**config.mk**
```make
export PLATFORM = sky130hd
export DESIGN_NAME = posit_decode_arbiter
export DESIGN_NICKNAME = d
export VERILOG_FILES = /design/src/rtl/posit_decode_arbiter_pkg.sv /design/src/rtl/posit_decode_8bit.sv /design/src/rtl/posit_decode_arbiter_rr_pick.sv /design/src/rtl/posit_decode_arbiter.sv
export SDC_FILE = /design/constraint.sdc
export NUM_CORES = 1
export LEC_CHECK = 0
export BUFFER_PORTS_ARGS = -buffer_cell sky130_fd_sc_hd__buf_2
export CORE_MARGIN = 10
export CORE_UTILIZATION = 45
export CTS_CLUSTER_SIZE = 20
export DETAILED_ROUTE_END_ITERATION = 8
export HOLD_SLACK_MARGIN = 0.02
export PLACE_DENSITY = 0.69
export SLEW_MARGIN = 20
export SYNTH_ARGS = -nofsm -noshare
export SYNTH_HDL_FRONTEND = slang
export SYNTH_SLANG_ARGS = --single-unit
```
**constraint.sdc**
```tcl
create_clock -name clk -period 11.6 [get_ports clk]
set_clock_uncertainty 0.15 [all_clocks]
set_input_delay 1.74 -clock clk [delete_from_list [all_inputs] [get_ports clk]]
set_output_delay 1.74 -clock clk [all_outputs]
set_load 0.005 [all_outputs]
```
**src/rtl/posit_decode_arbiter_pkg.sv**
```systemverilog
// Shared widths and uposit field layout for the posit decode arbiter.
package posit_pkg;
  localparam int POSIT_W    = 8;
  localparam int UPOSIT_W   = 12;
  localparam int NAR_BIT    = 11;
  localparam int ZERO_BIT   = 10;
  localparam int SIGN_BIT   = 9;
  localparam int EXP_MSB    = 8;
  localparam int EXP_LSB    = 5;
  localparam int FRAC_MSB   = 4;
  localparam int FRAC_LSB   = 0;
  localparam int XFER_CNT_W = 16;
endpackage

```
**src/rtl/posit_decode_8bit.sv**
```systemverilog
// Combinational posit<8,0> decoder into the unpacked 12-bit uposit form.
module posit_decode_8bit
  import posit_pkg::*;
(
  input  logic [POSIT_W-1:0]  posit_i,
  output logic [UPOSIT_W-1:0] uposit_o
);
  logic [7:0] mag;
  logic [6:0] body, rem;
  logic [3:0] run;
  logic       rbit, done;

  always_comb begin
    uposit_o = '0;
    mag      = posit_i[7] ? (~posit_i + 8'd1) : posit_i;
    body     = mag[6:0];
    rbit     = body[6];
    run      = '0;
    done     = 1'b0;
    for (int i = 6; i >= 0; i--) begin
      if (!done && body[i] == rbit) run = run + 4'd1;
      else done = 1'b1;
    end
    // Drop the regime run and its terminator; what remains is the fraction.
    rem = body << (run + 4'd1);
    if (posit_i == 8'h00) begin
      uposit_o[ZERO_BIT] = 1'b1;
    end else if (posit_i == 8'h80) begin
      uposit_o[NAR_BIT] = 1'b1;
    end else begin
      uposit_o[SIGN_BIT]          = posit_i[7];
      uposit_o[EXP_MSB:EXP_LSB]   = rbit ? (run + 4'd5) : (4'd6 - run);
      uposit_o[FRAC_MSB:FRAC_LSB] = rem[6:2];
    end
  end
endmodule

```
**src/rtl/posit_decode_arbiter_rr_pick.sv**
```systemverilog
// Rotating priority encoder: first set bit of elig_i at or above ptr_i, with wrap.
module rr_pick #(
  parameter int N  = 4,
  parameter int IW = 2
) (
  input  logic [N-1:0]  elig_i,
  input  logic [IW-1:0] ptr_i,
  output logic [IW-1:0] idx_o,
  output logic          found_o
);
  logic [IW-1:0] cand;

  always_comb begin
    idx_o   = '0;
    found_o = 1'b0;
    cand    = '0;
    // Walk offsets high to low so the smallest offset from ptr wins.
    for (int i = N - 1; i >= 0; i--) begin
      cand = IW'((int'(ptr_i) + i) % N);
      if (elig_i[cand]) begin
        idx_o   = cand;
        found_o = 1'b1;
      end
    end
  end
endmodule

```
**src/rtl/posit_decode_arbiter.sv**
```systemverilog
// Round-robin arbiter sharing one posit decoder among NREQ requesters,
// with a single registered output slot that refills while draining.
module posit_decode_arbiter
  import posit_pkg::*;
#(
  parameter int NREQ = 4,
  parameter int IDW  = $clog2(NREQ)
) (
  input  logic                             clk,
  input  logic                             rst,
  input  logic [NREQ-1:0]                  req_mask,
  input  logic [NREQ-1:0]                  req_valid,
  input  logic [NREQ-1:0][POSIT_W-1:0]     req_posit,
  output logic [NREQ-1:0]                  req_ready,
  output logic                             out_valid,
  input  logic                             out_ready,
  output logic [UPOSIT_W-1:0]              out_uposit,
  output logic [IDW-1:0]                   out_id,
  output logic [XFER_CNT_W-1:0]            xfer_count
);
  logic [NREQ-1:0]       elig;
  logic [IDW-1:0]        g, ptr_q, ptr_d, out_id_q, out_id_d;
  logic                  found, can_accept, grant;
  logic                  out_valid_q, out_valid_d;
  logic [UPOSIT_W-1:0]   dec_up, out_uposit_q, out_uposit_d;
  logic [XFER_CNT_W-1:0] cnt_q, cnt_d;

  assign elig       = req_valid & req_mask;
  assign can_accept = ~out_valid_q | out_ready;
  assign grant      = found & can_accept & ~rst;

  rr_pick #(.N(NREQ), .IW(IDW)) u_pick (
    .elig_i (elig),
    .ptr_i  (ptr_q),
    .idx_o  (g),
    .found_o(found)
  );

  posit_decode_8bit u_dec (
    .posit_i (req_posit[g]),
    .uposit_o(dec_up)
  );

  always_comb begin
    req_ready = '0;
    if (grant) req_ready[g] = 1'b1;
  end

  always_comb begin
    out_valid_d  = out_valid_q;
    out_uposit_d = out_uposit_q;
    out_id_d     = out_id_q;
    ptr_d        = ptr_q;
    cnt_d        = cnt_q;
    if (grant) begin
      out_valid_d  = 1'b1;
      out_uposit_d = dec_up;
      out_id_d     = g;
      ptr_d        = (g == IDW'(NREQ - 1)) ? '0 : g + 1'b1;
      cnt_d        = (cnt_q == '1) ? cnt_q : cnt_q + 1'b1;
    end else if (out_ready) begin
      out_valid_d  = 1'b0;
    end
  end

  always_ff @(posedge clk) begin
    if (rst) begin
      out_valid_q  <= 1'b0;
      out_uposit_q <= '0;
      out_id_q     <= '0;
      ptr_q        <= '0;
      cnt_q        <= '0;
    end else begin
      out_valid_q  <= out_valid_d;
      out_uposit_q <= out_uposit_d;
      out_id_q     <= out_id_d;
      ptr_q        <= ptr_d;
      cnt_q        <= cnt_d;
    end
  end

  assign out_valid  = out_valid_q;
  assign out_uposit = out_uposit_q;
  assign out_id     = out_id_q;
  assign xfer_count = cnt_q;
endmodule

```
# Yosys cells after proc, flatten, opt, wreduce, memory -nomap -nowiden
# Index checks and enable logic that the tools add are counted.
[word_totals] ff_bits=33 latch_bits=0 mem_bits_rw=0 romBits=0 in_bits=43 output_inout_bits=35 wordCells=98 memories=0
[op_classes] addsub=14 mul=0 div_mod_pow=0 order_cmp=6 eq_ne=9 shift=1 mux=42 bitwise=8 reduce_logical=13
[op_table] op="two-way mux 4 bit" n=7
[op_table] op="adder 4 x 1 -> 4 bit, second input constant" n=6
[op_table] op="two-way mux 10 bit" n=2
[op_table] op="two-way mux 1 bit" n=19
[op_table] op="adder 16 x 1 -> 16 bit, second input constant" n=1
[op_table] op="binary-select mux 8 bit (select 2 bit)" n=1
[op_table] op="equality test 16 bit, second input constant" n=1
[op_table] op="< comparator 2 x 3 -> 1 bit, second input constant" n=5
[op_table] op="two-way mux 2 bit" n=6
[op_table] op="binary-select mux 1 bit (select 2 bit)" n=4
[op_table] op="equality test 8 bit, second input constant" n=1
[op_table] op="zero test 8 bit" n=1
[op_table] op="two-way mux 8 bit" n=1
[op_table] op="adder 7 x 1 -> 7 bit, second input constant" n=1
[op_table] op="two-way mux 7 bit" n=1
[op_table] op="inverter 7 bit" n=1
[op_table] op="left shift 7 x 4 -> 7 bit" n=1
[op_table] op="equality test 1 bit" n=6
[op_table] op="logical AND 1 bit" n=6
[op_table] op="adder 2 x 1 -> 2 bit, second input constant" n=2
[op_table] op="adder 2 bit, second input constant" n=2
[op_table] op="adder 4 x 3 -> 4 bit, second input constant" n=1
[op_table] op="AND 4 bit" n=1
[op_table] op="zero test 1 bit" n=4
[op_table] op="9 further kinds" n=12

# Longest topological paths before layout
# Gate-level depths: netlist of run 1.
[logic_depth] word_depth=31 ltp_mapped=20

# Cells and area by module
# A second synthesis of run 1 with hierarchy kept.
[unflattened] hier_cells=308 hier_area_um2=2563.7
[by_module_without_submodules] mod="posit_decode_arbiter" instances=1 cells_each=199 area_each_um2=1750.4 seq_area_each_um2=660.6
[by_module_without_submodules] mod="posit_decode_8bit" instances=1 cells_each=96 area_each_um2=735.7 seq_area_each_um2=0.0
[by_module_without_submodules] mod="rr_pick" instances=1 cells_each=13 area_each_um2=77.6 seq_area_each_um2=0.0

# Worst setup path before layout of run 1
# OpenSTA, ideal clock, no wires.
[synth_timing] path_kind="in2reg" start="input port req_valid[3]" end="register out_uposit_q[3], in the netlist out_uposit[3]" t_arrival_ns=5.692 setup_slack_ns=5.684 path_stages=19 path_cell_list="nand2_1 a21boi_1 or2_1 buf_6 a221o_1 and2_1 inv_1 ha_1 o221a_2 a31oi_1 xor2_1 nand2_1 a21o_1 a32o_1 ha_1 xor2_4 nand2_4 or4b_4 o211ai_2"
[synth_via] elab_chain_len=31 word_cells_on_any_way=61 cone_classes="add/sub: 7; eq/ne: 7; shift: 1; mux: 32; bitwise: 4; reduce/logical: 10"
[synth_rtl] element="start, declared" line="posit_decode_arbiter.sv:12" text="input logic [NREQ-1:0] req_valid,"
[synth_rtl] element="AND 4 bit (*)" line="posit_decode_arbiter.sv:28" text="assign elig = req_valid & req_mask;"
[synth_rtl] element="branches (longest 30 deep; another with adder 7 x 1 -> 7 bit)"
[synth_rtl] element="end signal, assigned" line="posit_decode_arbiter.sv:75" text="out_uposit_q <= out_uposit_d;"
[synth_rtl] element="end, declared" line="posit_decode_arbiter.sv:25" text="logic [UPOSIT_W-1:0] dec_up, out_uposit_q, out_uposit_d;"
# Every way passes the cells marked *. The select of a mux whose other input is x is not followed.
# A chain may end at the register's enable or synchronous reset.

# Worst setup path after layout of run 1
[layout_timing] start="input port req_valid[0]" end="register out_uposit_q[4], in the netlist out_uposit[4]"
# The elaborated chain is that of the path after synthesis.

==> flow_metrics.py, run 1 <==
metrics = {
    "route": {
        "remaining_routing_drc_violations": 0,
        "drt-initial-drc-count": 190,
        "drt_wl_total_um": 7750,
        "post_drt_via_cell_ratio": 5.81,
        "drt_pre_antenna_iters": 5,
        "final_antenna_violating_net_count": 0,
        "avgRoutedWirePerCell_um": 16.3,
        "vias": 2773,
    },
    "timing": {
        "timing.final.setup_violations": 0,
        "slew-limit-headroom_pct": 47.1,
        "layout_worst_path_cycle_share_pct": 58.6,
        "min_period_ns": 6.79,
        "report.final.slew_viol_count": 0,
        "setup_repair_after_global_routing_missed_its_margin": "false",
        "finalHoldViolations": 0,
        "post-route-worst-setup-slack_ns": 4.81,
        "timing_worst_slew_pin_value_ns": 0.794,
        "fin_tns_setup_ns": 0,
        "maximum_clock_rate_mhz": 147,
    },
    "critical_path": {
        "regToRegStartpoint": "ptr_q[1]$_SDFFE_PP0P_",
        "critPathTopFamily": "compound AO/OA/AOI/OAI gates",
        "regToRegEndpoint": "out_uposit[4]$_SDFFE_PP0P_",
        "crit_required_ns": 11.63,
        "worst_path_max_delay_cell": "sky130_fd_sc_hd__xor2_1",
        "r2r_slack_ns": 5.92,
        "arrival_ns": 6.82,
        "critical_path_peak_fanout": 14,
        "criticalPathCategory": "input port to flip-flop",
        "startpoint_type": "input port",
        "critical_path.cell_chain": "buf_2 > and2_2 > nand3_1 > nand4_1 > clkinv_1 > a221o_1 > and2_1 > inv_1 > ha_1 > o221a_2 > a31oi_1 > xor2_1 > nand2_1 > a21o_1 > a32o_1 > ha_1 > inv_1 > o31a_1 > a21oi_1 > o21ai_0 > o21bai_1",
        "cp_bufs_invs": 4,
        "r2r.worst_path.cells": 20,
        "critPathCaptureType": "flip-flop",
        "crit_path_largest_cell_delay_ns": 0.63,
    },
    "yosys": {
        "synthDistinctLibCells": 69,
        "post_syn_instances": 333,
        "synth_top_area_cell": "sky130_fd_sc_hd__dfxtp_1",
        "ys_warns": 0,
        "post-synth-top-area-fraction_pct": 25.3,
        "ys_ff_latch": 33,
        "average_size_of_a_mapped_cell_sq_um": 7.83,
        "syn_area_sq_um": 2610,
        "syn_nets": 383,
        "async_set_reset_flop_share_out_of_synthesis_pct": 0,
        "ys_top_cells_by_area": "sky130_fd_sc_hd__dfxtp_1 25%, sky130_fd_sc_hd__nand2_1 5.2%, sky130_fd_sc_hd__and2_1 4.8%",
        "ys_dominant_reg_cell": "sky130_fd_sc_hd__dfxtp_1",
        "synth-edff-count": 0,
        "yosysSeqAreaShare_pct": 25.3,
    },
    "clocking": {
        "clock_sinks": 33,
        "cts_repair_resize_count": 0,
        "clockRootBuffer": "sky130_fd_sc_hd__clkbuf_8",
        "ctsHtreeMaxLevel": 2,
        "post_cts_hold_buffer_count": 0,
        "clockBufferDepth": 2,
        "cts_inserted_buffers": 5,
        "tritoncts_clock_tree": "done",
        "worst_setup_hold_path_clk_slew_ns": 0.07,
        "source_to_sink_clock_delay_at_the_later_pin_of_the_worst_skew_pair_ns": 0.29,
        "cts.repair_timing.setup_buffer_count": 0,
    },
    "pwr": {
        "cellLeakagePower_uw": 0.00135,
        "ir_worst_vdd_mv": 0.0705,
        "power_density_nw_per_um2": 164,
    },
    "die": {
        "placement_rows": 27,
        "die_height_um": 96.1,
        "die_area_sq_um": 9240,
        "io_pins": 78,
        "initial_core_util_pct": 46.8,
        "die_x_um": 96.1,
        "placeableCoreArea_sq_um": 5570,
    },
    "global_routing": {
        "grt_pass1_vias": 2829,
        "groute.usage.overall_pct": 17.1,
        "grt_overflow_total": 0,
        "pin_count_of_the_biggest_net_entering_global_routing": 31,
        "grt_antenna_before_repair": 0,
        "grt_first_pass_wirelength_um": 13100,
    },
    "placed_design": {
        "detailed_place_hpwl_um": 6210,
        "place_worst_setup_slack_ns": 4.58,
        "port-buffer-count": 77,
        "gp_congestion": 0.920,
    },
    "layout": {
        "post_route_cells_drive_above_1_share_pct": 24.7,
        "area_delta_synth_final_pct": 19.3,
        "antenna_cells_inserted": 0,
        "nNetsFinal": 454,
    },
    "worst_hold_path": {
        "hold_class": "flip-flop to flip-flop",
        "hold_start": "out_uposit[0]$_SDFFE_PP0P_",
        "hold_path_end": "out_uposit[0]$_SDFFE_PP0P_",
        "min_path_cells": 2,
    },
    "flow_run": {
        "max-cap-violations": 0,
    },
    "outcome": {
        "run_status": "finished clean",
    },
}
==> Yosys cell counts (all sizes together) (2+ instances only) <==
cell type / number
nand2: 37
nand4b: 2
a221o: 6
o211ai: 9
a22oi: 6
or2: 4
or3: 4
a211oi: 2
o21ai: 22
clkbuf: 7
xnor2: 7
a21boi: 2
dfxtp: 33
a221oi: 4
and2: 21
nand3: 10
o31ai: 5
a31oi: 4
nor2b: 2
and3: 7
a21oi: 13
nand2b: 3
xor2: 12
inv: 6
a211o: 2
o311ai: 2
ha: 7
nor4: 3
mux2i: 8
buf: 6
nand3b: 4
nor2: 31
nand4: 6
o21bai: 3
nor3: 10
a2bb2oi: 2
==> layout make-up <==
type | count | area (sq um)
Fill cell | 562 | 2460
Sequential cell | 33 | 661
Tap cell | 72 | 90.1
Timing Repair Buffer | 77 | 385
Clock inverter | 3 | 17.5
Clock buffer | 5 | 68.8
Multi-Input combinational cell | 280 | 1860
Inverter | 7 | 26.3
==> power breakdown <==
group | internal, uW | total, uW | switching, uW
registers | 126 | 134 | 8.33
logic | 115 | 288 | 174
clock network | 41.4 | 86.2 | 44.8
==> state kept, by name, summed over array words and instances, names as in the netlist <==
register / cells
xfer_count: 16
out_uposit: 12
out_id: 2
ptr_q: 2
out_valid: 1
==> per-layer routing <==
metal | global-route usage (%) | part of all wire [%] | vias up
li1 | - | - | 1387
met1 | 21.1 | 45 | 1293
met2 | 27.9 | 47 | 82
met3 | 4.98 | 7.4 | 11
met4 | 5.53 | 1.2 | 0
met5 | 0 | 0 | -
==> kinds of logic (layout without fill, tap and decap cells) <==
family,Yosys count,in the layout,share of synthesized area [%]
AND/OR/NAND/NOR,148,148,29.4
AO/OA/AOI/OAI,96,96,27.2
flip-flops,33,33,25.3
buffers and inverters,20,92,3.41
XOR/XNOR,19,19,7.39
multiplexers,9,9,3.50
adder cells (fa/ha/maj),8,8,3.74
==> cell usage in the layout, fill, tap and decap left out, types with 2 or more instances in the layout <==
cell                        synthesis  final
sky130_fd_sc_hd__nand3b_1           4      4
sky130_fd_sc_hd__a21oi_1           12     12
sky130_fd_sc_hd__and2_1            20     20
sky130_fd_sc_hd__dfxtp_1           33     33
sky130_fd_sc_hd__nand4_1            6      6
sky130_fd_sc_hd__clkbuf_8           0      5
sky130_fd_sc_hd__a22oi_1            6      6
sky130_fd_sc_hd__xnor2_1            6      6
sky130_fd_sc_hd__inv_1              4      4
sky130_fd_sc_hd__nor4_1             3      3
sky130_fd_sc_hd__clkinv_2           0      2
sky130_fd_sc_hd__nand2b_1           3      3
sky130_fd_sc_hd__nor3_1            10      9
sky130_fd_sc_hd__a221o_1            6      6
sky130_fd_sc_hd__buf_2              5     77
sky130_fd_sc_hd__o21ai_0           17     17
sky130_fd_sc_hd__mux2i_1            8      8
sky130_fd_sc_hd__or2_1              3      3
sky130_fd_sc_hd__o21ai_1            4      4
sky130_fd_sc_hd__nor2b_1            2      2
sky130_fd_sc_hd__a211oi_1           2      2
sky130_fd_sc_hd__or3_1              4      4
sky130_fd_sc_hd__a211o_1            2      2
sky130_fd_sc_hd__nand3_1           10     10
sky130_fd_sc_hd__a2bb2oi_1          2      2
sky130_fd_sc_hd__inv_2              2      2
sky130_fd_sc_hd__o311ai_1           2      2
sky130_fd_sc_hd__o21bai_1           3      3
sky130_fd_sc_hd__nand4b_1           2      2
sky130_fd_sc_hd__and3_1             7      7
sky130_fd_sc_hd__ha_1               7      7
sky130_fd_sc_hd__nor2_1            31     31
sky130_fd_sc_hd__o31ai_1            5      5
sky130_fd_sc_hd__xor2_1            11     11
sky130_fd_sc_hd__a31oi_1            4      4
sky130_fd_sc_hd__o211ai_1           8      8
sky130_fd_sc_hd__nand2_1           36     36
sky130_fd_sc_hd__a221oi_1           4      4
==> tightest hold or removal path, cell delays in order, from the launching register on <==
cell                      delay [ns]
sky130_fd_sc_hd__dfxtp_1        0.32
sky130_fd_sc_hd__nand2_1        0.05
sky130_fd_sc_hd__o21ai_1        0.05
==> worst max path at each step <==
stage,slack (ns),to,cells after the start,from
finish,4.81,out_uposit[4]$_SDFFE_PP0P_,21,req_valid[0]
floorplan,5.68,out_uposit[3]$_SDFFE_PP0P_,19,req_valid[3]
CTS,4.86,out_uposit[4]$_SDFFE_PP0P_,21,req_valid[0]
global route,4.32,out_uposit[4]$_SDFFE_PP0P_,21,req_valid[0]
detailed placement,4.58,out_uposit[4]$_SDFFE_PP0P_,21,req_valid[0]
global placement,4.71,out_uposit[4]$_SDFFE_PP0P_,21,req_valid[0]
==> stage by stage <==
step	std cells	power (uW)	utilization, %	hold WS [ns]	instance area (sq um)
after CTS	477	508	55.7	0.309	3110
after floorplan	333	353	-	0.292	2610
after detailed placement	469	421	54.2	0.299	3020
final	477	509	55.8	0.309	3110
after global routing	477	546	55.8	0.328	3110
after global placement	469	423	54.2	0.287	3020
Power figures use the tool's default switching activity.
==> run 2, diff against run 1 <==
- PLACE_DENSITY: 0.69 -> 0.72
- clock period: 11.6 -> 5.9 ns (I/O delays scaled with it)
==> run 2 against run 1 <==
Worst hold slack worse by 0.012 ns. Cell count is 1.5% higher. Die area did not move. Final area is 2.6% higher. Clock power increased to 2.6 times the previous value. Core utilization is 1.5 points higher. Sequential power rose by 96%. Setup slack lost 4.2 ns. Critical path depth shrank 1. Global-route usage shrank 0.61 points. Sequential cell count unchanged. Highest routed layer unchanged.
==> flow_metrics.py, run 2 (same netlist as run 1, synthesis figures left out) <==
metrics = {
    "outcome": {
        "run_status": "finished clean",
    },
    "critical_path": {
        "cp_bufs_invs": 3,
        "critPathCaptureType": "flip-flop",
        "critPathTopFamily": "compound AO/OA/AOI/OAI gates",
        "crit_path_largest_cell_delay_ns": 0.47,
        "arrival_ns": 5.35,
        "critical_path_peak_fanout": 10,
        "crit_required_ns": 5.93,
        "startpoint_type": "input port",
        "worst_path_max_delay_cell": "sky130_fd_sc_hd__xor2_1",
        "criticalPathCategory": "input port to flip-flop",
        "critical_path.cell_chain": "buf_2 > nand2_1 > a21boi_1 > or2_1 > a221o_1 > and2_1 > inv_1 > ha_1 > o221a_2 > a31oi_1 > xor2_1 > nand2_1 > a21o_1 > a32o_1 > ha_1 > inv_1 > o31a_1 > a21oi_1 > o21ai_0 > o21bai_1",
    },
    "clocking": {
        "tritoncts_clock_tree": "done",
        "worst_setup_hold_path_clk_slew_ns": 0.07,
        "source_to_sink_clock_delay_at_the_later_pin_of_the_worst_skew_pair_ns": 0.29,
        "ctsHtreeMaxLevel": 2,
        "clockRootBuffer": "sky130_fd_sc_hd__clkbuf_8",
        "post_cts_hold_buffer_count": 0,
        "cts_inserted_buffers": 5,
        "cts.repair_timing.setup_buffer_count": 0,
        "clockBufferDepth": 2,
        "cts_repair_resize_count": 0,
        "clock_sinks": 33,
    },
    "layout": {
        "area_delta_synth_final_pct": 22.5,
        "most-common-layout-cells": "77 x sky130_fd_sc_hd__buf_2, 36 x sky130_fd_sc_hd__nand2_1, 33 x sky130_fd_sc_hd__dfxtp_1, 31 x sky130_fd_sc_hd__nor2_1, 20 x sky130_fd_sc_hd__and2_1",
        "post_route_cells_drive_above_1_share_pct": 25.7,
        "largest_register_ffs": 16,
        "antenna_cells_inserted": 0,
        "final_cell_area_sq_um": 3190,
        "fill_cells": 519,
        "nNetsFinal": 461,
        "layout_commonest_cell": "sky130_fd_sc_hd__buf_2",
        "fin_util_pct": 57.3,
    },
    "worst_hold_path": {
        "hold_class": "flip-flop to flip-flop",
    },
    "route": {
        "vias": 2763,
        "drt_wl_total_um": 7720,
        "final_antenna_violating_net_count": 0,
        "remaining_routing_drc_violations": 0,
        "drt_pre_antenna_iters": 5,
        "drt-initial-drc-count": 153,
        "avgRoutedWirePerCell_um": 16.0,
        "post_drt_via_cell_ratio": 5.71,
    },
    "die": {
        "placement_rows": 27,
        "die_height_um": 96.1,
        "io_pins": 78,
        "initial_core_util_pct": 46.8,
        "die_area_sq_um": 9240,
        "placeableCoreArea_sq_um": 5570,
        "die_x_um": 96.1,
    },
    "global_routing": {
        "grt_first_pass_wirelength_um": 12400,
        "grt_pass1_vias": 2685,
        "groute.usage.overall_pct": 16.5,
        "grt_overflow_total": 0,
        "pin_count_of_the_biggest_net_entering_global_routing": 31,
        "grt_antenna_before_repair": 0,
    },
    "placed_design": {
        "placedInstanceArea_sq_um": 3070,
        "place_worst_setup_slack_ns": 0.334,
        "gp_congestion": 0.878,
        "port-buffer-count": 77,
        "detailed_place_hpwl_um": 6230,
    },
    "timing": {
        "timing_worst_slew_pin_value_ns": 0.599,
        "finalHoldViolations": 0,
        "worst_hold_slack_ns": 0.297,
        "fin_tns_setup_ns": 0,
        "post-route-worst-setup-slack_ns": 0.582,
        "layout_worst_path_cycle_share_pct": 90.1,
        "slew-limit-headroom_pct": 60.1,
        "report.final.slew_viol_count": 0,
        "timing.final.setup_violations": 0,
        "min_period_ns": 5.32,
        "maximum_clock_rate_mhz": 188,
        "setup_repair_after_global_routing_missed_its_margin": "false",
    },
    "pwr": {
        "cellLeakagePower_uw": 0.00140,
        "power_density_nw_per_um2": 332,
        "ir_worst_vdd_mv": 0.229,
    },
    "flow_run": {
        "max-cap-violations": 0,
    },
}
run 2: cell types whose count changed in the layout (fill, tap and decap cells not counted):
cell	previous run	this run
sky130_fd_sc_hd__buf_4	0	7
sky130_fd_sc_hd__clkinv_2	2	0
sky130_fd_sc_hd__bufinv_16	0	1
sky130_fd_sc_hd__clkbuf_8	5	6
sky130_fd_sc_hd__nor3_1	9	10
sky130_fd_sc_hd__nor3_2	1	0
run 2: per-stage QoR:
stage | std cells | power (uW)
floorplan | 333 | 695
global placement | 476 | 829
detailed placement | 476 | 836
CTS | 484 | 1060
global route | 484 | 1130
finish | 484 | 1060
run 2: worst paths after layout:
| path | from | end | slack, ns | cells past startpoint |
|---|---|---|---|---|
| setup / recovery | req_valid[3] | out_uposit[4]$_SDFFE_PP0P_ | 0.58 | 20 |
| hold / removal | out_uposit[0]$_SDFFE_PP0P_ | out_uposit[0]$_SDFFE_PP0P_ | 0.30 | 2 |
| setup reg to reg | ptr_q[1]$_SDFFE_PP0P_ | out_uposit[4]$_SDFFE_PP0P_ | 0.85 | 18 |
| hold reg to reg | out_uposit[0]$_SDFFE_PP0P_ | out_uposit[0]$_SDFFE_PP0P_ | 0.30 | 2 |
run 2: per-layer routing:
layer / track usage (%) / up-vias / part of all wire [%]
li1: - / 1396 / -
met1: 19.4 / 1282 / 44
met2: 28.1 / 74 / 49
met3: 4.51 / 11 / 5.6
met4: 5.65 / 0 / 1.2
met5: 0 / - / 0
run 2: final cells by class:
type                       instances  area (sq um)  share of cell area [%]
timing repair buffer              84           438                    13.7
clock buffer                       6          82.6                    2.59
clock inverter                     2          37.5                    1.18
sequential                        33           661                    20.7
inverter                           7          26.3                   0.823
multi-input combinational        280          1860                    58.2
tap                               72          90.1                    2.82
run 2: tightest hold or removal path, cell delays in order (launching register included):
cell	delay (ns)
sky130_fd_sc_hd__dfxtp_1	0.31
sky130_fd_sc_hd__nand2_1	0.05
sky130_fd_sc_hd__o21ai_1	0.05
run 2: report_power, final:
| part | switching, uW | internal (uW) | total, uW |
|---|---|---|---|
| Sequential | 15.6 | 248 | 263 |
| Clock | 86.3 | 137 | 224 |
| Combinational | 339 | 236 | 574 |
==> run 3, diff against run 2 <==
- ABC_AREA: default -> 1
- CORE_UTILIZATION: 45 -> 48
- PLACE_DENSITY: 0.72 -> default
- PLACE_DENSITY_LB_ADDON: default -> 0.25
==> run 3 against run 2 <==
Cell count increased by 21%. Die area fell by 1.4%. Fmax is 9.2% higher. Sequential share of layout area decreased by 0.30 points. Final area rose by 1.5%. Non-clock buffer count shrank 7. Sequential cell count unchanged. Highest routed layer unchanged.
==> flow_metrics.py, run 3 <==
metrics = {
    "outcome": {
        "run_status": "finished clean",
    },
    "clocking": {
        "cts.repair_timing.setup_buffer_count": 0,
        "tritoncts_clock_tree": "done",
        "clock_sinks": 33,
        "cts_inserted_buffers": 5,
        "source_to_sink_clock_delay_at_the_later_pin_of_the_worst_skew_pair_ns": 0.28,
        "clockBufferDepth": 2,
        "post_cts_hold_buffer_count": 0,
        "worst_setup_hold_path_clk_slew_ns": 0.07,
        "ctsHtreeMaxLevel": 2,
        "cts_repair_resize_count": 0,
        "clockRootBuffer": "sky130_fd_sc_hd__clkbuf_8",
    },
    "route": {
        "post_drt_via_cell_ratio": 5.07,
        "remaining_routing_drc_violations": 0,
        "drt_pre_antenna_iters": 4,
        "drt_wl_total_um": 7100,
        "avgRoutedWirePerCell_um": 12.1,
        "vias": 2971,
        "drt-initial-drc-count": 123,
        "final_antenna_violating_net_count": 0,
    },
    "yosys": {
        "synth_common_cells": "127 x sky130_fd_sc_hd__nand2_1, 59 x sky130_fd_sc_hd__nand3_1, 50 x sky130_fd_sc_hd__inv_1",
        "post_syn_instances": 442,
        "yosysSeqAreaShare_pct": 24.2,
        "syn_area_sq_um": 2730,
        "async_set_reset_flop_share_out_of_synthesis_pct": 0,
        "ys_warns": 0,
        "ys_ff_latch": 33,
        "synth_top_area_cell": "sky130_fd_sc_hd__dfxtp_1",
        "average_size_of_a_mapped_cell_sq_um": 6.18,
        "syn_nets": 492,
        "post-synth-top-area-fraction_pct": 24.2,
        "synth-edff-count": 0,
        "ys_dominant_reg_cell": "sky130_fd_sc_hd__dfxtp_1",
        "ys_top_cells_by_area": "sky130_fd_sc_hd__dfxtp_1 24%, sky130_fd_sc_hd__nand2_1 17%, sky130_fd_sc_hd__nand3_1 11%",
        "yosysMostFrequentCell": "sky130_fd_sc_hd__nand2_1",
        "synthDistinctLibCells": 40,
    },
    "critical_path": {
        "r2r.worst_path.cells": 28,
        "r2r_slack_ns": 1.07,
        "worstSetupEndpoint": "out_uposit[6]$_SDFFE_PP0P_",
        "criticalPathCategory": "input port to flip-flop",
        "worst_path_max_delay_cell": "sky130_fd_sc_hd__ha_1",
        "startpoint": "req_valid[0]",
        "regToRegEndpoint": "out_uposit[6]$_SDFFE_PP0P_",
        "startpoint_type": "input port",
        "critPathCaptureType": "flip-flop",
        "arrival_ns": 4.93,
        "path_common_cell": "sky130_fd_sc_hd__nand2_1",
        "crit_required_ns": 5.96,
        "crit_path_largest_cell_delay_ns": 0.35,
        "cp_bufs_invs": 2,
        "critical_path_peak_fanout": 23,
        "worstSetupPathDepth": 28,
        "critPathTopFamily": "simple AND/OR/NAND/NOR gates",
        "regToRegStartpoint": "ptr_q[0]$_SDFFE_PP0P_",
    },
    "layout": {
        "final_cell_area_sq_um": 3240,
        "antenna_cells_inserted": 0,
        "nNetsFinal": 563,
        "area_delta_synth_final_pct": 18.5,
        "most-common-layout-cells": "127 x sky130_fd_sc_hd__nand2_1, 77 x sky130_fd_sc_hd__buf_2, 59 x sky130_fd_sc_hd__nand3_1, 50 x sky130_fd_sc_hd__inv_1, 33 x sky130_fd_sc_hd__dfxtp_1",
        "fill_cells": 560,
        "layout_commonest_cell": "sky130_fd_sc_hd__nand2_1",
        "post_route_cells_drive_above_1_share_pct": 26.3,
        "multi_input_area_sq_um": 1750,
        "ff_latch_area_sq_um": 661,
        "largest_register_ffs": 16,
    },
    "global_routing": {
        "grt_pass1_vias": 2786,
        "pin_count_of_the_biggest_net_entering_global_routing": 24,
        "grt_overflow_total": 0,
        "grt_first_pass_wirelength_um": 11700,
        "grt_antenna_before_repair": 0,
        "groute.usage.overall_pct": 15.1,
    },
    "timing": {
        "maximum_clock_rate_mhz": 205,
        "fin_tns_setup_ns": 0,
        "timing.final.setup_violations": 0,
        "worst_hold_slack_ns": 0.314,
        "report.final.slew_viol_count": 0,
        "post-route-worst-setup-slack_ns": 1.03,
        "finalHoldViolations": 0,
        "min_period_ns": 4.87,
        "setup_repair_after_global_routing_missed_its_margin": "false",
        "slew-limit-headroom_pct": 53.9,
        "timing_worst_slew_pin_value_ns": 0.690,
        "layout_worst_path_cycle_share_pct": 82.6,
    },
    "die": {
        "placement_rows": 27,
        "initial_core_util_pct": 49.6,
        "placeableCoreArea_sq_um": 5510,
        "die_height_um": 95.5,
        "die_area_sq_um": 9110,
        "die_x_um": 95.5,
        "io_pins": 78,
    },
    "placed_design": {
        "detailed_place_hpwl_um": 5710,
        "gp_congestion": 0.903,
        "place_worst_setup_slack_ns": 0.771,
        "port-buffer-count": 77,
        "placedInstanceArea_sq_um": 3120,
    },
    "worst_hold_path": {
        "hold_class": "flip-flop to flip-flop",
    },
    "flow_run": {
        "max-cap-violations": 0,
    },
}
-- run 3: cell count changes after synthesis, sizes merged, moves of 5 or more --
cell / change
a21oi: +17
a221o: -6
and2: -21
mux2i: -8
and3: -7
a22oi: -6
nor2: -5
xor2: -10
inv: +54
nand3: +56
o31ai: -5
nand2: +113
o211ai: -6
-- run 3: worst min path at each step --
stage	cells after the start	end	startpoint
6_report	2	out_uposit[2]$_SDFFE_PP0P_	out_uposit[2]$_SDFFE_PP0P_
3_5_place_dp	2	out_uposit[1]$_SDFFE_PP0P_	out_uposit[1]$_SDFFE_PP0P_
2_1_floorplan	2	out_uposit[0]$_SDFFE_PP0P_	out_uposit[0]$_SDFFE_PP0P_
3_3_place_gp	2	out_uposit[1]$_SDFFE_PP0P_	out_uposit[1]$_SDFFE_PP0P_
5_1_grt	2	out_uposit[0]$_SDFFE_PP0P_	out_uposit[0]$_SDFFE_PP0P_
4_1_cts	2	out_uposit[1]$_SDFFE_PP0P_	out_uposit[1]$_SDFFE_PP0P_
-- run 3: metal layers --
metal	share of wire, %	up-vias	global-route usage, %
met1	44	1330	17.2
met2	51	65	28.5
li1	-	1568	-
met3	4.1	8	2.36
met5	0	-	0
met4	0.99	0	3.81
-- run 3: layout make-up --
type,count,area share (%)
multi-input combinational,336,54.0
sequential,33,20.4
timing repair buffer,77,11.9
inverter,60,7.18
tap,72,2.78
clock buffer,6,2.55
clock inverter,2,1.16
-- run 3: cells by family (layout without fill, tap and decap cells) --
group	Yosys count	in the layout	synth area share (%)
AO/OA/AOI/OAI	57	57	11.4
XOR/XNOR	5	5	2.29
adder cells (fa/ha/maj)	7	7	3.20
buffers and inverters	73	145	11.8
flip-flops	33	33	24.2
AND/OR/NAND/NOR	267	267	47.1
-- run 3: worst min-delay path, cell delays in order (launching register included) --
cell and delay (ns):
sky130_fd_sc_hd__dfxtp_1 0.31, sky130_fd_sc_hd__nand2_1 0.06, sky130_fd_sc_hd__a21oi_1 0.05
-- run 3: stage by stage --
stage               std cells  utilization, %
finish                    586            58.8
global route              586            58.8
CTS                       586            58.8
detailed placement        578            56.6
global placement          578            56.6
floorplan                 442               -
Power of run 3 is not shown: default switching activity piles up to over one toggle a cycle in this logic, so the estimate is an artifact.
